### src/rtl/vram_pkg.sv
// Shared types and frame-buffer geometry for the VRAM arbiter.
// Latency: n/a (types and constants only).
// Backpressure: n/a.
package vram_pkg;

    localparam int FB_W        = 320;
    localparam int FB_H        = 240;
    localparam int FB_WORDS    = FB_W * FB_H;
    localparam int VRAM_ADDR_W = 17;
    localparam int VRAM_DATA_W = 8;

    typedef enum logic [1:0] {
        GNT_NONE,
        GNT_DISP,
        GNT_WR,
        GNT_CPU
    } gnt_t;

    // Which shared-slot requester wins the next tie.
    typedef enum logic {
        RR_WR,
        RR_CPU
    } rr_t;

    // CPU access: idle, waiting for a slot, waiting for the BRAM read cycle.
    typedef enum logic [1:0] {
        CPU_IDLE,
        CPU_PEND,
        CPU_WAIT
    } cpu_st_t;

    typedef struct packed {
        logic [VRAM_ADDR_W-1:0] addr;
        logic [VRAM_DATA_W-1:0] data;
    } wr_req_t;

endpackage

### src/rtl/vram_wfifo.sv
// Generic synchronous FIFO holding buffered draw writes.
// Latency: an entry pushed in cycle t is visible at the head in cycle t+1.
// Backpressure: full comes from the registered count, so a same-cycle pop never reopens it.
module vram_wfifo #(
    parameter int WIDTH = 8,
    parameter int DEPTH = 4
) (
    input  logic             clk,
    input  logic             reset,
    input  logic             push,
    input  logic [WIDTH-1:0] push_dat,
    input  logic             pop,
    output logic [WIDTH-1:0] pop_dat,
    output logic             full,
    output logic             empty
);

    localparam int PW = $clog2(DEPTH);

    logic [WIDTH-1:0] buf_q [DEPTH];
    logic [WIDTH-1:0] buf_d [DEPTH];
    logic [PW-1:0]    wr_ptr_q, wr_ptr_d;
    logic [PW-1:0]    rd_ptr_q, rd_ptr_d;
    logic [PW:0]      cnt_q, cnt_d;
    logic             do_push, do_pop;

    assign full    = (cnt_q == (PW+1)'(DEPTH));
    assign empty   = (cnt_q == '0);
    assign do_push = push && !full;
    assign do_pop  = pop && !empty;
    assign pop_dat = buf_q[rd_ptr_q];

    // Next storage, pointers and occupancy from push/pop.
    always_comb begin
        buf_d    = buf_q;
        wr_ptr_d = wr_ptr_q;
        rd_ptr_d = rd_ptr_q;
        cnt_d    = cnt_q;
        if (do_push) begin
            buf_d[wr_ptr_q] = push_dat;
            wr_ptr_d        = wr_ptr_q + 1'b1;
        end
        if (do_pop) begin
            rd_ptr_d = rd_ptr_q + 1'b1;
        end
        case ({do_push, do_pop})
            2'b10:   cnt_d = cnt_q + 1'b1;
            2'b01:   cnt_d = cnt_q - 1'b1;
            default: cnt_d = cnt_q;
        endcase
    end

    // Pointer and count registers; reset flushes the queue.
    always_ff @(posedge clk) begin
        if (reset) begin
            wr_ptr_q <= '0;
            rd_ptr_q <= '0;
            cnt_q    <= '0;
        end else begin
            wr_ptr_q <= wr_ptr_d;
            rd_ptr_q <= rd_ptr_d;
            cnt_q    <= cnt_d;
        end
    end

    // Entry storage needs no reset; validity is tracked by the count.
    always_ff @(posedge clk) begin
        buf_q <= buf_d;
    end

endmodule

### src/rtl/vram_arbiter.sv
// Shares one single-port frame-buffer BRAM between display reads, draw writes and CPU accesses.
// Latency: display read data 2 cycles after request; CPU ack 2 cycles after its grant.
// Backpressure: draw writes stall on wr_ready (FIFO full); CPU holds cpu_busy until cpu_ack.
module vram_arbiter
    import vram_pkg::*;
#(
    parameter int ADDR_W      = VRAM_ADDR_W,
    parameter int DATA_W      = VRAM_DATA_W,
    parameter int WFIFO_DEPTH = 4
) (
    input  logic              clk,
    input  logic              reset,
    input  logic              disp_req,
    input  logic [ADDR_W-1:0] disp_addr,
    output logic [DATA_W-1:0] disp_rdata,
    output logic              disp_rvalid,
    input  logic              wr_valid,
    output logic              wr_ready,
    input  logic [ADDR_W-1:0] wr_addr,
    input  logic [DATA_W-1:0] wr_data,
    input  logic              cpu_req,
    input  logic              cpu_we,
    input  logic [ADDR_W-1:0] cpu_addr,
    input  logic [DATA_W-1:0] cpu_wdata,
    output logic              cpu_busy,
    output logic              cpu_ack,
    output logic [DATA_W-1:0] cpu_rdata,
    output logic              mem_en,
    output logic              mem_we,
    output logic [ADDR_W-1:0] mem_addr,
    output logic [DATA_W-1:0] mem_wdata,
    input  logic [DATA_W-1:0] mem_rdata,
    output logic [15:0]       wr_stall_cnt
);

    gnt_t              gnt;
    rr_t               rr_q, rr_d;
    cpu_st_t           cpu_st_q, cpu_st_d;
    logic              cpu_pend;
    logic              cpu_we_q, cpu_we_d;
    logic [ADDR_W-1:0] cpu_addr_q, cpu_addr_d;
    logic [DATA_W-1:0] cpu_wdata_q, cpu_wdata_d;
    logic              disp_s1_q, disp_s1_d;
    logic              disp_rvalid_q, disp_rvalid_d;
    logic [DATA_W-1:0] disp_rdata_q, disp_rdata_d;
    logic              cpu_ack_q, cpu_ack_d;
    logic [DATA_W-1:0] cpu_rdata_q, cpu_rdata_d;
    logic [15:0]       stall_q, stall_d;
    wr_req_t           fifo_in, fifo_out;
    logic              fifo_full, fifo_empty;

    assign fifo_in.addr = wr_addr;
    assign fifo_in.data = wr_data;
    assign wr_ready     = !fifo_full;

    vram_wfifo #(
        .WIDTH ($bits(wr_req_t)),
        .DEPTH (WFIFO_DEPTH)
    ) u_wfifo (
        .clk      (clk),
        .reset    (reset),
        .push     (wr_valid && wr_ready),
        .push_dat (fifo_in),
        .pop      (gnt == GNT_WR),
        .pop_dat  (fifo_out),
        .full     (fifo_full),
        .empty    (fifo_empty)
    );

    // Grant: display first, then round-robin between queued draw writes and the pending CPU access.
    always_comb begin
        gnt = GNT_NONE;
        if (reset) begin
            gnt = GNT_NONE;
        end else if (disp_req) begin
            gnt = GNT_DISP;
        end else if (!fifo_empty && cpu_pend) begin
            gnt = (rr_q == RR_WR) ? GNT_WR : GNT_CPU;
        end else if (!fifo_empty) begin
            gnt = GNT_WR;
        end else if (cpu_pend) begin
            gnt = GNT_CPU;
        end
    end

    // BRAM port driven straight from the winner.
    always_comb begin
        mem_en    = 1'b0;
        mem_we    = 1'b0;
        mem_addr  = '0;
        mem_wdata = '0;
        case (gnt)
            GNT_DISP: begin
                mem_en   = 1'b1;
                mem_addr = disp_addr;
            end
            GNT_WR: begin
                mem_en    = 1'b1;
                mem_we    = 1'b1;
                mem_addr  = fifo_out.addr;
                mem_wdata = fifo_out.data;
            end
            GNT_CPU: begin
                mem_en    = 1'b1;
                mem_we    = cpu_we_q;
                mem_addr  = cpu_addr_q;
                mem_wdata = cpu_wdata_q;
            end
            default: ;
        endcase
    end

    // CPU FSM next state: latch on an idle request, wait for a slot, then one read-data cycle.
    always_comb begin
        cpu_st_d = cpu_st_q;
        case (cpu_st_q)
            CPU_IDLE: if (cpu_req) cpu_st_d = CPU_PEND;
            CPU_PEND: if (gnt == GNT_CPU) cpu_st_d = CPU_WAIT;
            CPU_WAIT: cpu_st_d = CPU_IDLE;
            default:  cpu_st_d = CPU_IDLE;
        endcase
    end

    // CPU FSM outputs: busy covers both pending and in-flight.
    always_comb begin
        cpu_pend = (cpu_st_q == CPU_PEND);
        cpu_busy = (cpu_st_q != CPU_IDLE);
    end

    // Next values for the request latch, read pipeline, pointer and stall counter.
    always_comb begin
        cpu_we_d    = cpu_we_q;
        cpu_addr_d  = cpu_addr_q;
        cpu_wdata_d = cpu_wdata_q;
        if (cpu_st_q == CPU_IDLE && cpu_req) begin
            cpu_we_d    = cpu_we;
            cpu_addr_d  = cpu_addr;
            cpu_wdata_d = cpu_wdata;
        end
        disp_s1_d     = (gnt == GNT_DISP);
        disp_rvalid_d = disp_s1_q;
        disp_rdata_d  = disp_s1_q ? mem_rdata : disp_rdata_q;
        cpu_ack_d     = (cpu_st_q == CPU_WAIT);
        cpu_rdata_d   = (cpu_st_q == CPU_WAIT && !cpu_we_q) ? mem_rdata : cpu_rdata_q;
        // A lone shared-slot winner still hands the next tie to the other side.
        rr_d = rr_q;
        if (gnt == GNT_WR) rr_d = RR_CPU;
        if (gnt == GNT_CPU) rr_d = RR_WR;
        stall_d = stall_q;
        if (wr_valid && !wr_ready && stall_q != 16'hFFFF) stall_d = stall_q + 16'd1;
    end

    // State registers; reset drops any pending or in-flight access without an ack.
    always_ff @(posedge clk) begin
        if (reset) begin
            cpu_st_q      <= CPU_IDLE;
            rr_q          <= RR_WR;
            cpu_we_q      <= 1'b0;
            cpu_addr_q    <= '0;
            cpu_wdata_q   <= '0;
            disp_s1_q     <= 1'b0;
            disp_rvalid_q <= 1'b0;
            disp_rdata_q  <= '0;
            cpu_ack_q     <= 1'b0;
            cpu_rdata_q   <= '0;
            stall_q       <= '0;
        end else begin
            cpu_st_q      <= cpu_st_d;
            rr_q          <= rr_d;
            cpu_we_q      <= cpu_we_d;
            cpu_addr_q    <= cpu_addr_d;
            cpu_wdata_q   <= cpu_wdata_d;
            disp_s1_q     <= disp_s1_d;
            disp_rvalid_q <= disp_rvalid_d;
            disp_rdata_q  <= disp_rdata_d;
            cpu_ack_q     <= cpu_ack_d;
            cpu_rdata_q   <= cpu_rdata_d;
            stall_q       <= stall_d;
        end
    end

    assign disp_rvalid  = disp_rvalid_q;
    assign disp_rdata   = disp_rdata_q;
    assign cpu_ack      = cpu_ack_q;
    assign cpu_rdata    = cpu_rdata_q;
    assign wr_stall_cnt = stall_q;

endmodule

### config.mk
export PLATFORM = sky130hd
export DESIGN_NAME = vram_arbiter
export DESIGN_NICKNAME = d
export VERILOG_FILES = /design/src/rtl/vram_pkg.sv /design/src/rtl/vram_wfifo.sv /design/src/rtl/vram_arbiter.sv
export SDC_FILE = /design/constraint.sdc
export NUM_CORES = 1
export LEC_CHECK = 0
export BUFFER_PORTS_ARGS = -buffer_cell sky130_fd_sc_hd__buf_2
export CAP_MARGIN = 5
export CELL_PAD_IN_SITES_DETAIL_PLACEMENT = 0
export CELL_PAD_IN_SITES_GLOBAL_PLACEMENT = 1
export CORE_MARGIN = 5
export CORE_UTILIZATION = 35
export CTS_CLUSTER_SIZE = 20
export DETAILED_ROUTE_END_ITERATION = 10
export PLACE_DENSITY_LB_ADDON = 0.1
export SYNTH_ARGS = -nofsm -noshare
export SYNTH_HDL_FRONTEND = slang
export SYNTH_SLANG_ARGS = --single-unit
### constraint.sdc
create_clock -name clk -period 3.4 [get_ports clk]
set_input_delay 0.34 -clock clk [delete_from_list [all_inputs] [get_ports clk]]
set_output_delay 0.34 -clock clk [all_outputs]
set_load 0.02 [all_outputs]
==> key figures, run 1 <==
Route
  • Met2 wire len: 7920 µm
  • Antenna viol nets, final: 0
  • DRT Pass-1 Iters: 4
  • Residual DRC: 0
  • Wire length on met1: 7780 µm
  • Met3 wire length: ~1200 µm
  • Vias per Instance: 4.92
  • DR WL/cell: 18.0 µm
  • Highest Signal Layer: met5
  • Post-Route WL: 17100 µm
  • DR iter-0 viols: approximately 220
  • Vias: approximately 4700

Setup path
  • Critical path class: flip-flop to output port
  • Arrival time at the worst endpoint: around 2500 ps
  • Reg-to-reg setup timing slack: 1030 ps
  • Max incr delay on CP: ~800 ps
  • Req. time, crit path: 3060 ps
  • WP buf/inv: 2
  • Startpoint Class: flip-flop
  • Delay-heaviest family, CP: flip-flops
  • Crit path cell chain: buf_4 > mux4_2 > and2_0 > a221o_1 > buf_2
  • Worst setup EP type: output port
  • Worst Path Max Fanout: 19
  • Slowest cell on crit path: dfxtp_2

Global routing
  • Grt total ovfl: 0
  • Vias in the first global route: 4723
  • Initial antenna violation count: 2
  • Largest net degree at the start of global routing: 64
  • Global-route wire length before repair: 26600 µm
  • Gr usage total: ~15%

Floorplanning
  • Num ports: approximately 140
  • Die area: 22700 µm²
  • Die H: 151 µm
  • Width of the chip: 151 µm
  • Core area: around 20000 µm²
  • Initial cell density of the core: 35.6%
  • Site row count: 51

Final layout
  • Non-filler cells, final: 948
  • Register area: 4430 µm²
  • Area of the multi-input gates: 2390 µm²
  • Diodes inserted: 0
  • Final Cell Area: 8630 µm²
  • Area Overhead vs Synth: 24.4%
  • Layout cell share with drive strength beyond 1: 33.1%
  • Fin util: 44.3%
  • Fillers: 1842
  • Nets: 758

Power
  • Power per cell area: 598 nW/µm²
  • P_leak: about 3.3 nW
  • Overall power: ~5.2 mW
  • VDD IR max: 0.000364 V

Logic synthesis
  • Yosys top cell by area: edfxtp_1
  • Area fraction of the dominant cell type after synthesis: 43.3%
  • Syn_nets: 608
  • Post-synth EDFFs: 100
  • Synth warn: 0
  • Post-synthesis sequential area ratio: 63.8%
  • Post-synth ARST share: 0%
  • Post-Syn Instances: 520
  • Unique cell type count in the Yosys netlist: 47
  • Most used flip-flop cell after synthesis: edfxtp_1
  • Synth Area per Inst: approximately 13 µm²
  • Cell Area, Synth: slightly below 7000 µm²
  • Seq cells post-synth: 171
  • Top cells by area, synth: edfxtp_1 (43%), dfxtp_1 (20%), mux4_2 (8.1%)

Clocking
  • CTS sink count: 171
  • Clk buf depth: 2
  • H-tree Lvls: 4
  • Worst-skew pair later-pin latency: 420 ps
  • Clk slew on worst S/H paths: roughly 70 ps
  • Root Buffer: clkbuf_16
  • Post-cts sizing count: 0
  • Hold bufs inserted after CTS: 0
  • CTS tree: done
  • Post-CTS setup repair buffer count: 0
  • Num CTS Buffers: 17

Placed design
  • Inst Count DP: 916
  • DP Worst Slack: 925 ps
  • I/O Buffers: 143
  • Area of placed instances: 8000 µm²
  • Gpl congestion: 0.724
  • Hpwl dp: 11500 µm

STA
  • Period utilization: 84.1%
  • Relative slew slack: 37.8%
  • Final WS setup: 541 ps
  • Hold slack: 129 ps
  • Final hold vios: 0
  • Worst Max-Slew Pin Slew: about 930 ps
  • Final clock skew: 8.43 ps
  • Peak Freq: 350 MHz
  • Final setup violation count: 0
  • Fin. max-slew vios: 0
  • Post-layout min period: roughly 2900 ps
  • RSZ-0062 raised after global routing: no
  • Setup TNS: 0 ps

Min path
  • Worst hold path class: input port to flip-flop

Run status
  • Outcome: completed

Flow run
  • Max cap viols: 0
==> area by class of cell <==
type / count / share of cell area (%)
timing repair buffer: 158 / 9.60
clock buffer: 18 / 5.09
clock inverter: 14 / 2.15
inverter: 6 / 0.261
tap: 265 / 3.84
sequential: 171 / 51.3
multi-input combinational: 316 / 27.7
==> registers in the layout (all words and copies together) (netlist names) <==
name	flops
u_wfifo.buf_q	100
cpu_addr_q	17
wr_stall_cnt	16
cpu_rdata	8
cpu_wdata_q	8
disp_rdata	8
u_wfifo.cnt_q	3
cpu_st_q	2
u_wfifo.rd_ptr_q	2
u_wfifo.wr_ptr_q	2
cpu_ack	1
cpu_we_q	1
disp_rvalid	1
disp_rvalid_d	1
rr_q	1
==> power by group <==
part / leakage, nW / internal (mW) / total, mW / switching, mW
Combinational: 1.52 / 0.314 / 0.709 / 0.396
Sequential: 1.50 / 2.33 / 2.42 / 0.0843
Clock: 0.301 / 1.20 / 2.04 / 0.841
Total: 3.32 / 3.84 / 5.16 / 1.32
==> final timing paths <==
kind | start | to | cells after the start
hold reg to reg | cpu_wdata_q[0] | cpu_wdata_q[0] | 2
setup / recovery | u_wfifo.rd_ptr_q[0] | mem_addr[11] | 5
setup reg to reg | u_wfifo.cnt_q[0] | u_wfifo.cnt_q[2] | 8
hold / removal | wr_addr[5] | u_wfifo.buf_q[13] | 1
==> placed cells by master, fill, tap and decap left out, types with 3 or more instances in the layout <==
cell	count
a21oi_1	37
a221o_1	17
and2_0	7
and2_1	13
and3_1	5
buf_2	143
buf_4	15
bufinv_16	3
clkbuf_16	17
clkinv_4	3
dfxtp_1	70
edfxtp_1	100
ha_1	6
inv_1	6
inv_6	3
mux2_2	4
mux2i_1	29
mux4_2	25
nand2_1	62
nand2b_1	4
nand3_1	6
nand4_1	4
nor2_1	45
nor2b_1	7
o21ai_0	3
o31ai_1	5
or3_1	4
or4_1	5
xnor2_1	3
==> synthesized netlist by cell type (2+ instances only) <==
cell type,count
mux2i_1,29
o31ai_1,5
nand3_1,6
xnor2_1,3
nor4b_1,2
or3_1,4
ha_1,6
o21ai_0,3
and4_1,2
nor2_1,46
o41ai_1,2
nand2_1,62
nand2b_1,4
mux4_2,25
mux2_2,4
buf_2,5
nor3_1,2
a21oi_1,37
and3_1,5
inv_1,6
edfxtp_1,100
and2_1,13
a221o_1,17
and2_0,7
or4_1,5
nor2b_1,7
buf_1,7
nand4_1,4
dfxtp_1,71
clkbuf_1,14
==> kinds of logic after synthesis <==
kind of cell | count (synthesis) | share of synthesized area [%]
flip-flops | 171 | 63.8
XOR/XNOR | 4 | 0.505
AO/OA/AOI/OAI | 72 | 7.20
adder cells (fa/ha/maj) | 7 | 1.37
buffers and inverters | 33 | 1.93
AND/OR/NAND/NOR | 175 | 12.3
multiplexers | 58 | 13.0
==> routing by layer <==
metal	GRT usage (%)	up-vias
li1	-	2245
met3	4.67	19
met1	21.5	2268
met5	0	-
met2	23.8	132
met4	3.94	4
(Power assumes the default switching activity.)
==> inputs of run 2 (changes only) <==
==> constraint.sdc (replaced) <==
create_clock -name clk -period 3 [get_ports clk]
set_input_delay 0.3 -clock clk [delete_from_list [all_inputs] [get_ports clk]]
set_output_delay 0.3 -clock clk [all_outputs]
set_load 0.02 [all_outputs]
==> key figures, run 2 (synthesis gave the netlist of run 1 again) <==
Floorplanning
  • Die area: 22700 µm²
  • Site row count: 51
  • Die H: between 150 and 200 µm
  • Width of the chip: 151 µm
  • Core area: 19500 µm²
  • Num ports: 144
  • Initial cell density of the core: 35.6%

Min path
  • Worst hold start: wr_addr[8]
  • Worst hold path class: input port to flip-flop

Final layout
  • Largest register FFs: 100
  • Layout cell share with drive strength beyond 1: 33.1%
  • Diodes inserted: 0
  • Commonest non-fill, non-tap cell in the layout: buf_2
  • Reg with most FFs: u_wfifo.buf_q
  • Non-filler cells, final: 948
  • Commonest non-fill, non-tap cells in the layout: buf_2 (143), edfxtp_1 (100), dfxtp_1 (70), nand2_1 (62), nor2_1 (45)
  • Nets: 758
  • Area Overhead vs Synth: 24.4%

Setup path
  • CP startpoint: u_wfifo.rd_ptr_q[0]
  • Arrival time at the worst endpoint: roughly 2400 ps
  • Req. time, crit path: 2700 ps
  • Startpoint Class: flip-flop
  • Critical path class: flip-flop to output port
  • Slowest cell on crit path: dfxtp_2
  • Worst Path Max Fanout: 18
  • Crit path cell chain: buf_12 > mux4_2 > and2_1 > a221o_1 > buf_2
  • Max incr delay on CP: ~570 ps
  • Worst setup EP type: output port
  • RR Startpoint: u_wfifo.cnt_q[0]

Global routing
  • GR Layer Usage met2: roughly 25%
  • Grt total ovfl: 0
  • GRT Max-Usage Layer: met2
  • M1 GR Usage: 20.3%
  • Vias in the first global route: about 4700
  • Global-route wire length before repair: 26400 µm
  • Gr usage total: 15.4%
  • Initial antenna violation count: 0
  • Largest net degree at the start of global routing: 59
  • Grt met3 use: 3.95%

Route
  • Vias per Instance: 4.94
  • Residual DRC: 0
  • DRT Pass-1 Iters: 4
  • DR iter-0 viols: 213
  • Post-Route WL: 17100 µm
  • Antenna viol nets, final: 0
  • Vias: 4686
  • DR WL/cell: ~18 µm

STA
  • Final clock skew: 6.38 ps
  • Post-layout min period: 2690 ps
  • Period utilization: 89.8%
  • Relative slew slack: 22.4%
  • Setup TNS: 0 ps
  • Final hold vios: 0
  • Worst Max-Slew Pin Slew: 1160 ps
  • Peak Freq: 371 MHz
  • Fin. max-slew vios: 0
  • RSZ-0062 raised after global routing: no
  • Final setup violation count: 0

Clocking
  • Post-CTS setup repair buffer count: 0
  • CTS tree: done
  • Clk buf depth: 2
  • Post-cts sizing count: 0
  • Worst-skew pair later-pin latency: 420 ps
  • Num CTS Buffers: 17
  • Hold bufs inserted after CTS: 0
  • H-tree Lvls: 4
  • Clk slew on worst S/H paths: 70 ps
  • Root Buffer: clkbuf_16
  • CTS sink count: 171

Power
  • Sw Ratio: 25.7%
  • Flop pwr share: 46.8%
  • P_int: 4.33 mW
  • Clock Power Share: 39.1%
  • VDD IR max: roughly 0.00044 V
  • Power per cell area: 675 nW/µm²
  • Power share of the combinational group: 14.1%
  • P_sw: 1.50 mW
  • P_leak: ~3.3 nW

Run status
  • Outcome: completed

Placed design
  • Hpwl dp: between 10000 and 15000 µm
  • Inst Count DP: 916
  • Gpl congestion: 0.725
  • I/O Buffers: 143

Flow run
  • Max cap viols: 0
## run 2: power groups by stage
stage / sequential [mW] / combinational [mW] / clock (mW)
finish: 2.73 / 0.821 / 2.28
global route: 2.74 / 0.910 / 2.44
CTS: 2.73 / 0.844 / 2.34
detailed placement: 2.78 / 0.840 / 0
global placement: 2.77 / 0.832 / 0
floorplan: 2.75 / 0.545 / 0
## run 2: area by class of cell
type	count	area, µm²
clock buffers	17	425
clock inverters	15	188
fillers	1821	10800
inverters	6	22.5
multi-input cells	316	2390
flip-flops and latches	171	4430
well taps	265	332
repair buffers	158	841
## run 2: layer usage
layer / up-vias / share of wire, %
met4: 0 / 0.91
li1: 2249 / -
met5: - / 0
met1: 2285 / 44
met2: 143 / 49
met3: 9 / 6.9
## run 2: final timing paths
path	end	slack, ps	depth (start not counted)
max	mem_addr[1]	310	5
min	u_wfifo.buf_q[41]	90	1
max reg2reg	u_wfifo.cnt_q[2]	690	8
min reg2reg	cpu_wdata_q[5]	450	2
## run 2: critical path: cells and delay by family, from the launching register on
| kind | cells | cell delay (ps) |
|---|---|---|
| and+or+nand+nor | 1 | 190 |
| muxes | 1 | 530 |
| AOI/OAI and AO/OA | 1 | 270 |
| buffers and inverters | 2 | 410 |
| DFF | 1 | 570 |
## run 2: through the flow
stage	cell area, µm²	hold WS (ps)	power, mW	utilization (%)	setup slack [ps]
4_1_cts	8630	62.1	5.92	44.3	249
6_report	8630	86.5	5.83	44.3	307
2_1_floorplan	6940	399	3.30	-	789
3_5_place_dp	8010	446	3.62	41.2	702
5_1_grt	8630	68.1	6.10	44.3	172
3_3_place_gp	8010	442	3.61	41.2	729
==> inputs of run 3 (changes only) <==
--- a/config.mk
+++ b/config.mk
@@ -16,4 +16,5 @@
 export PLACE_DENSITY_LB_ADDON = 0.1
 export SYNTH_ARGS = -nofsm -noshare
 export SYNTH_HDL_FRONTEND = slang
+export SYNTH_HIERARCHICAL = 1
 export SYNTH_SLANG_ARGS = --single-unit
==> key figures, run 3 <==
Route
  • Residual DRC: 0
  • Wire length on met1: 8110 µm
  • Highest Signal Layer: met5
  • DRT Pass-1 Iters: 6
  • Met3 wire length: 782 µm
  • DR WL/cell: around 18 µm
  • Met2 wire len: about 8300 µm
  • Antenna viol nets, final: 0
  • Vias per Instance: 4.85
  • Post-Route WL: 17500 µm
  • Vias: 4758
  • DR iter-0 viols: roughly 230

Clocking
  • H-tree Lvls: 4
  • Clk buf depth: 2
  • CTS sink count: between 150 and 200
  • Num CTS Buffers: 17
  • Post-cts sizing count: 0
  • Post-CTS setup repair buffer count: 0
  • Hold bufs inserted after CTS: 0
  • Clk slew on worst S/H paths: 70 ps
  • Root Buffer: clkbuf_16
  • CTS tree: done
  • Worst-skew pair later-pin latency: 430 ps

Power
  • VDD IR max: about 0.00042 V
  • Power share of the combinational group: 12.3%
  • Clock Power Share: 39.6%
  • Flop pwr share: 48.1%
  • Power per cell area: 632 nW/µm²
  • Sw Ratio: 27.6%
  • P_leak: 3.43 nW
  • P_int: 4.02 mW
  • P_sw: 1.53 mW

Logic synthesis
  • Most frequent cells after synthesis: edfxtp_1 (100), nand2_1 (92), dfxtp_1 (71)
  • Cell Area, Synth: 7130 µm²
  • Most frequent cell after synthesis: edfxtp_1
  • Unique cell type count in the Yosys netlist: 41
  • Post-synthesis sequential area ratio: 62.0%
  • Post-synth EDFFs: 100
  • Syn_nets: 640
  • Synth warn: 6
  • Post-synth ARST share: 0%
  • Top cells by area, synth: edfxtp_1 (42%), dfxtp_1 (20%), mux4_1 (8.5%)
  • Post-Syn Instances: 552
  • Most used flip-flop cell after synthesis: edfxtp_1
  • Area fraction of the dominant cell type after synthesis: 42.1%
  • Seq cells post-synth: 171
  • Synth Area per Inst: roughly 13 µm²
  • Yosys top cell by area: edfxtp_1

Final layout
  • Reg with most FFs: u_wfifo/buf_q
  • Nets: about 790
  • Layout cell share with drive strength beyond 1: between 20% and 30%
  • Diodes inserted: 0
  • Non-filler cells, final: 982
  • Commonest non-fill, non-tap cells in the layout: buf_2 (143), edfxtp_1 (100), nand2_1 (92), dfxtp_1 (70), a21oi_1 (52)
  • Largest register FFs: 100
  • Commonest non-fill, non-tap cell in the layout: buf_2
  • Area Overhead vs Synth: 23.1%

Setup path
  • Slowest cell on crit path: or2_4
  • WP depth: 6
  • Worst setup EP type: output port
  • Req. time, crit path: between 2000 and 3000 ps
  • Worst Path Max Fanout: 26
  • R2r worst-path depth: 11
  • Crit path cell chain: nor3_1 > nor2_1 > or2_4 > mux2i_1 > o21ai_0 > buf_2
  • Arrival time at the worst endpoint: 2360 ps
  • Delay-heaviest family, CP: simple AND/OR/NAND/NOR gates
  • Critical path class: flip-flop to output port
  • Max incr delay on CP: 440 ps
  • Startpoint Class: flip-flop
  • WP buf/inv: 1

Flow run
  • Max cap viols: 0

STA
  • Relative slew slack: 32.7%
  • Final setup violation count: 0
  • Final clock skew: 10.3 ps
  • Peak Freq: ~380 MHz
  • Fin. max-slew vios: 0
  • Worst Max-Slew Pin Slew: 1010 ps
  • Setup TNS: 0 ps
  • Post-layout min period: 2660 ps
  • RSZ-0062 raised after global routing: no
  • Period utilization: 88.8%
  • Final hold vios: 0

Global routing
  • Vias in the first global route: 4830
  • Global-route wire length before repair: roughly 27000 µm
  • Initial antenna violation count: 1
  • Largest net degree at the start of global routing: 72
  • Gr usage total: 15.2%
  • Grt total ovfl: 0

Floorplanning
  • Die H: 153 µm
  • Core area: 20200 µm²
  • Width of the chip: 153 µm
  • Site row count: 52
  • Initial cell density of the core: 35.4%
  • Num ports: between 100 and 150
  • Die area: between 20000 and 25000 µm²

Min path
  • Worst hold path class: input port to flip-flop
  • Worst Hold Path Cells: 1

Placed design
  • Inst Count DP: 950
  • Gpl congestion: about 0.77
  • I/O Buffers: 143
  • Hpwl dp: 11600 µm

Run status
  • Outcome: completed
-- run 3: cell count changes after synthesis, sizes merged, moves of 6 or more --
cell	previous run	this run
nand2	62	92
o21ai	4	29
a221o	17	0
a21oi	37	52
and2	20	6
nor2	46	34
inv	6	13
mux2i	29	35
or3	4	10
-- run 3: per-stage QoR --
stage | instance area, µm² | total power, mW | util (%) | hold slack, ps | worst slack, ps
5_1_grt | 8780 | 5.81 | 43.5 | 53.4 | 128
3_5_place_dp | 8160 | 3.41 | 40.5 | 447 | 555
6_report | 8780 | 5.54 | 43.5 | 78.6 | 337
3_3_place_gp | 8160 | 3.40 | 40.5 | 443 | 627
4_1_cts | 8780 | 5.62 | 43.5 | 59.4 | 116
2_1_floorplan | 7130 | 3.14 | - | 369 | 353
-- run 3: path summary, 6_finish.rpt --
path               startpoint               end  slack [ps]
min reg2reg    cpu_addr_q[13]    cpu_addr_q[13]         460
max reg2reg       cpu_st_q[1]  u_wfifo/cnt_q[2]         520
max          u_wfifo/cnt_q[0]      mem_addr[15]         340
min                wr_data[0]  u_wfifo/buf_q[0]          80
-- run 3: layout make-up --
cell class	count	area, µm²
clock buffers	17	425
clock inverters	15	189
fillers	1900	11400
inverters	13	48.8
multi-input cells	340	2490
flip-flops and latches	171	4430
well taps	270	338
repair buffers	156	863
-- run 3: logic make-up (layout without fill, tap and decap cells) --
| kind of cell | count (synthesis) | count (layout) | synth area share, % |
|---|---|---|---|
| DFF | 171 | 171 | 62.0 |
| muxes | 60 | 60 | 14.0 |
| adders and majority gates | 7 | 7 | 1.33 |
| AOI/OAI and AO/OA | 94 | 94 | 7.39 |
| buffers and inverters | 41 | 201 | 3.12 |
| and+or+nand+nor | 175 | 175 | 11.6 |
| xor gates and xnor gates | 4 | 4 | 0.491 |
-- run 3: layer usage --
metal / global-route usage (%) / up-vias
met4: 4.54 / 2
met5: 0 / -
li1: - / 2335
met3: 4.35 / 20
met2: 24.5 / 110
met1: 19.9 / 2291
-- run 3: power by group through the flow --
stage	clock, mW	sequential [mW]	combinational [mW]
after floorplan	0	2.71	0.429
final	2.19	2.67	0.684
after CTS	2.26	2.67	0.697
after global placement	0	2.71	0.689
after global routing	2.37	2.68	0.757
after detailed placement	0	2.72	0.694
